File: config.mk
export PLATFORM = sky130hd
export DESIGN_NAME = dds_wavegen
export DESIGN_NICKNAME = d
export VERILOG_FILES = /design/src/rtl/dds_pkg.sv /design/src/rtl/sine_qlut.sv /design/src/rtl/dds_wavegen.sv
export SDC_FILE = /design/constraint.sdc
export NUM_CORES = 1
export LEC_CHECK = 0
export ABC_AREA = 1
export CAP_MARGIN = 20
export CORE_ASPECT_RATIO = 1.2
export CORE_UTILIZATION = 48
export DETAILED_ROUTE_END_ITERATION = 12
export GPL_ROUTABILITY_DRIVEN = 0
export PLACE_DENSITY = 0.8
export REMOVE_ABC_BUFFERS = 1
export SYNTH_ARGS = -nofsm -noshare
export SYNTH_HDL_FRONTEND = slang
export SYNTH_HIERARCHICAL = 1
export SYNTH_SLANG_ARGS = --single-unit
File: constraint.sdc
create_clock -name clk -period 2.9 [get_ports clk]
set_input_delay 0.29 -clock clk [delete_from_list [all_inputs] [get_ports clk]]
set_output_delay 0.29 -clock clk [all_outputs]
set_load 0.1 [all_outputs]
File: src/rtl/dds_pkg.sv
// Shared constants for the DDS waveform generator: waveform codes,
// midscale level and default datapath widths.
package dds_pkg;

    localparam int PHASE_W_DEF = 32;
    localparam int OUT_W_DEF   = 8;

    typedef enum logic [7:0] {
        WF_SINE     = 8'd0,
        WF_SQUARE   = 8'd1,
        WF_RAMP_UP  = 8'd2,
        WF_TRIANGLE = 8'd3,
        WF_RAMP_DN  = 8'd4
    } wf_e;

    localparam logic [7:0] MIDSCALE = 8'h80;

endpackage

File: src/rtl/sine_qlut.sv
// Quarter-wave sine ROM: level = floor(127.5*sin(pi/2*(idx+0.5)/64)).
// The other three quadrants are derived by mirroring and offsetting.
module sine_qlut (
    input  logic [5:0] idx,
    output logic [6:0] level
);

    localparam logic [6:0] QUARTER_SINE [0:63] = '{
        7'd1,   7'd4,   7'd7,   7'd10,  7'd14,  7'd17,  7'd20,  7'd23,
        7'd26,  7'd29,  7'd32,  7'd35,  7'd38,  7'd41,  7'd44,  7'd47,
        7'd50,  7'd53,  7'd55,  7'd58,  7'd61,  7'd64,  7'd66,  7'd69,
        7'd72,  7'd74,  7'd77,  7'd79,  7'd82,  7'd84,  7'd86,  7'd89,
        7'd91,  7'd93,  7'd95,  7'd97,  7'd99,  7'd101, 7'd103, 7'd105,
        7'd106, 7'd108, 7'd110, 7'd111, 7'd113, 7'd114, 7'd115, 7'd117,
        7'd118, 7'd119, 7'd120, 7'd121, 7'd122, 7'd123, 7'd124, 7'd124,
        7'd125, 7'd125, 7'd126, 7'd126, 7'd127, 7'd127, 7'd127, 7'd127
    };

    assign level = QUARTER_SINE[idx];

endmodule

File: src/rtl/dds_wavegen.sv
// DDS waveform generator: debounced settings, 32-bit phase accumulator and a
// two-stage shaping pipeline producing an 8-bit DAC sample and a wrap pulse.
module dds_wavegen
    import dds_pkg::*;
#(
    parameter int PHASE_W       = PHASE_W_DEF,
    parameter int OUT_W         = OUT_W_DEF,
    parameter int STABLE_CYCLES = 16
) (
    input  logic               clk,
    input  logic               rst,
    input  logic [7:0]         wf,
    input  logic [PHASE_W-1:0] adder,
    output logic [OUT_W-1:0]   dac,
    output logic               sync,
    output logic [7:0]         wf_act
);

    localparam logic [7:0] STABLE_TARGET = 8'(STABLE_CYCLES);

    logic [7:0]         wf_prev;
    logic [PHASE_W-1:0] adder_prev;
    logic [PHASE_W-1:0] adder_act;
    logic [7:0]         stab_cnt;
    logic               match;
    logic               commit;

    logic [PHASE_W-1:0] acc;
    logic [PHASE_W-1:0] acc_sum;
    logic               wrap;

    logic [OUT_W-1:0]   p;
    logic [7:0]         wf_s1;
    logic               wrap_s1;
    logic [OUT_W-1:0]   shaped;
    logic [5:0]         sine_idx;
    logic [6:0]         sine_level;

    assign match  = (wf == wf_prev) && (adder == adder_prev);
    assign commit = (stab_cnt == STABLE_TARGET);
    assign {wrap, acc_sum} = {1'b0, acc} + {1'b0, adder_act};

    // Settings are adopted only after a run of identical samples, so the
    // byte-by-byte UART update of adder never leaks partial values.
    always_ff @(posedge clk) begin
        if (rst) begin
            wf_prev    <= '0;
            adder_prev <= '0;
            stab_cnt   <= '0;
            adder_act  <= '0;
            wf_act     <= '0;
        end else begin
            wf_prev    <= wf;
            adder_prev <= adder;
            if (!match) begin
                stab_cnt <= '0;
            end else if (stab_cnt != STABLE_TARGET) begin
                stab_cnt <= stab_cnt + 8'd1;
            end
            if (commit) begin
                adder_act <= adder_prev;
                wf_act    <= wf_prev;
            end
        end
    end

    // The accumulator is never cleared on commit, keeping frequency steps
    // phase-continuous; the waveform code travels alongside the phase.
    always_ff @(posedge clk) begin
        if (rst) begin
            acc     <= '0;
            p       <= '0;
            wf_s1   <= '0;
            wrap_s1 <= 1'b0;
            dac     <= MIDSCALE;
            sync    <= 1'b0;
        end else begin
            acc     <= acc_sum;
            p       <= acc[PHASE_W-1 -: OUT_W];
            wf_s1   <= wf_act;
            wrap_s1 <= wrap;
            dac     <= shaped;
            sync    <= wrap_s1;
        end
    end

    assign sine_idx = p[6] ? ~p[5:0] : p[5:0];

    sine_qlut u_sine_qlut (
        .idx   (sine_idx),
        .level (sine_level)
    );

    always_comb begin
        shaped = MIDSCALE;
        case (wf_s1)
            WF_SINE:     shaped = p[7] ? (8'd127 - {1'b0, sine_level})
                                       : (8'd128 + {1'b0, sine_level});
            WF_SQUARE:   shaped = p[7] ? 8'h00 : 8'hFF;
            WF_RAMP_UP:  shaped = p;
            WF_TRIANGLE: shaped = p[7] ? ~{p[6:0], 1'b0} : {p[6:0], 1'b0};
            WF_RAMP_DN:  shaped = ~p;
            default:     shaped = MIDSCALE;
        endcase
    end

endmodule

==> results.yml <==
sta:
  fin_crit_sh_pct: 85.9
  setup_tns_ns: 0
  fmax_mhz: 401
  rsz0062_at_grt: "false"
  finalMaxSlewViolations: 0
  finalCriticalPeriod_ns: 2.49
  layout_setup_ws_ns: 0.408
  max_slew_margin_pct: 61.8
  hold_slack_ns: 0.375
  tightest_slew_ns: 0.573
  setup_viol: 0
  fin_worst_skew_ns: 0.0165
  hold_viol: 0
floorplan:
  dieArea_sq_um: 18400
  initial_core_util_pct: 49.0
  core_area_sq_um: 17500
  pin_count: 59
  die_w_um: 124
  die_height_um: 148
  std_cell_rows: 53
drt:
  vias: 8028
  avgViaCountPerCell: 5.00
  dr.pass1.iters: 5
  ant_nets: 0
  route.met3.wl_um: 895
  wl_met1_mm: 8.87
  wl_met2_mm: 9.80
  wl_per_cell_um: 12.6
  drc: 0
  top_layer: "met4"
  drt-total-wl_mm: 20.2
  drt_iter0_drc: 551
clocking:
  post_cts_resized: 0
  cts_setup_buffers: 0
  htree_levels: 4
  cts_hold_buf: 0
  clkTransAtPathRegs_ns: 0.06
  numClockSinks: 146
  clock_latency_ns: 0.44
  ctsLongestPathBuffers: 2
  cts_tree: "yes"
  clockRootBuffer: "clkbuf_16"
  cts_buffers: 17
worst_hold_path:
  min_to: "wf_act[2]"
  hold_path.class: "in2reg"
  min_from: "rst"
  hold_depth: 4
placement:
  port_buffers: 58
  dp_slack_ns: 0.453
  dpl.hpwl_mm: 15.3
setup_path:
  path_buf_inv: 3
  r2r-start: "p[1]"
  crit_chain: "xor2_1 -> inv_1 -> ha_1 -> inv_1 -> ha_1 -> nand3_1 -> o21ai_1 -> inv_1 -> nand3_1 -> nand2_1 -> nand2_1 -> xor2_1 -> nand2_1 -> o211ai_1 -> nor2_1 -> nor2_1"
  startpoint_type: "flip-flop"
  slowest_stage: "dfxtp_1"
  r2r_end: "dac[0]"
  ff2ff_path_depth: 16
  crit_type: "reg2reg"
  r2r_setup_slack_ns: 0.41
  cp_top_family: "adder cells"
  critPathRequiredTime_ns: 3.21
  arrival_ns: 2.80
  critPathMaxFanout: 9
  cpPeakStageDelay_ns: 0.41
  worstSetupEndpointType: "flip-flop"
synthesis:
  synth_area_sq_um: 8580
  ys_top_cells_by_area: "dfxtp_1 34%, nand2_1 15%, inv_1 9.1%"
  synthFlopType: "dfxtp_1"
  ys_warn_count: 6
  synth_common_cells: "344 x nand2_1, 209 x inv_1, 193 x nor2_1"
  synth_top_area_share_pct: 34.1
  synth_edf_count: 0
  ys_types: 47
  synth_area_per_cell_sq_um: 6.53
  yosysMostFrequentCell: "nand2_1"
  postSynthCellCount: 1314
  synth.yosys.seq_area_share_pct: 34.1
  ys_seq_elements: 146
  yosys.area.top_type: "dfxtp_1"
  ys_async_sr_fraction_pct: 0
global_route:
  grt_max_degree: 60
  grt.overflow.total: 0
  antenna_found_initial: 0
  grtUsageTotal_pct: 23.4
  grt_pass1_wl_mm: 34.3
  first_global_vias: 7597
power_and_ir_drop:
  p_int_mw: 3.58
  p_seq_share_pct: 44.9
  pwr-share-comb_pct: 4.7
  switching_share_pct: 21.8
  power_switching_uw: 1000
  p_clk_share_pct: 50.4
  ir_drop_mv: 0.526
  power.density_nw_per_um2: 461
  p_leak_nw: 4.96
  p_total_mw: 4.58
run:
  cap_violations: 0
finish:
  drive_above_1_share_pct: 7.22
  antennaDiodeCount: 0
  utilization_pct: 56.7
  reg.largest.list: "acc x32, adder_act x32, adder_prev x32"
  seqCellArea_sq_um: 2920
  syn_to_final_growth_pct: 15.6
  fin_nets: 1465
  multi_input_area_sq_um: 4640
  fillers: 1643
outcome:
  status: "complete, no violations"
[worst max path at each step]
stage	startpoint	endpoint	depth (start not counted)
after CTS	p[1]	dac[0]	16
after floorplan	p[6]	dac[0]	14
after detailed placement	p[1]	dac[0]	16
after global routing	p[1]	dac[0]	16
after global placement	p[1]	dac[0]	16
final	p[1]	dac[0]	16
[metal layers]
metal  vias up  global-route usage (%)
met2       222                    39.9
met1      3565                    28.4
met4         0                    10.7
li1       4186                       -
met3        55                    3.95
met5         -                       0
[power groups by stage]
| stage | clock network [mW] | registers [mW] | logic [mW] |
|---|---|---|---|
| final | 2.31 | 2.06 | 0.215 |
| after global routing | 2.41 | 2.06 | 0.241 |
| after CTS | 2.33 | 2.06 | 0.216 |
| after detailed placement | 0 | 2.10 | 0.214 |
| after global placement | 0 | 2.10 | 0.209 |
| after floorplan | 0 | 2.10 | 0.0973 |
[logic make-up (layout without fill, tap and decap cells)]
family	Yosys count	in the layout	share of synthesized area [%]
AO/OA/AOI/OAI	175	175	10.9
XOR/XNOR	39	39	3.98
adder cells (fa/ha/maj)	51	51	7.52
buffers and inverters	251	322	11.9
flip-flops	146	146	34.1
AND/OR/NAND/NOR	652	652	31.7
[worst min-delay path, stage by stage]
cell     delay (ns)
buf_2          0.17
inv_1          0.15
o21ai_0        0.10
a21oi_1        0.04
[placed cells by master, fill, tap and decap left out, types with 9 or more instances in the layout]
cell type	n
a21oi_1	77
buf_4	29
clkbuf_16	17
clkdlybuf4s50_1	40
dfxtp_1	146
ha_1	50
inv_1	209
inv_2	9
nand2_1	344
nand2_2	9
nand3_1	59
nand4_1	11
nor2_1	193
o21ai_0	65
o21ai_1	11
xnor2_1	16
xor2_1	23
[layout make-up]
| cell class | instances | share of cell area (%) |
|---|---|---|
| clock buffers | 20 | 4.40 |
| clock inverters | 12 | 1.79 |
| well taps | 220 | 2.77 |
| flip-flops and latches | 146 | 29.5 |
| inverters | 219 | 8.31 |
| repair buffers | 71 | 6.48 |
| multi-input cells | 917 | 46.8 |
[per-stage QoR]
step	cells	area (sq um)
3_5_place_dp	1573	9310
4_1_cts	1605	9920
5_1_grt	1605	9920
6_report	1605	9920
3_3_place_gp	1573	9310
2_1_floorplan	1282	8390
(Power assumes the default switching activity.)
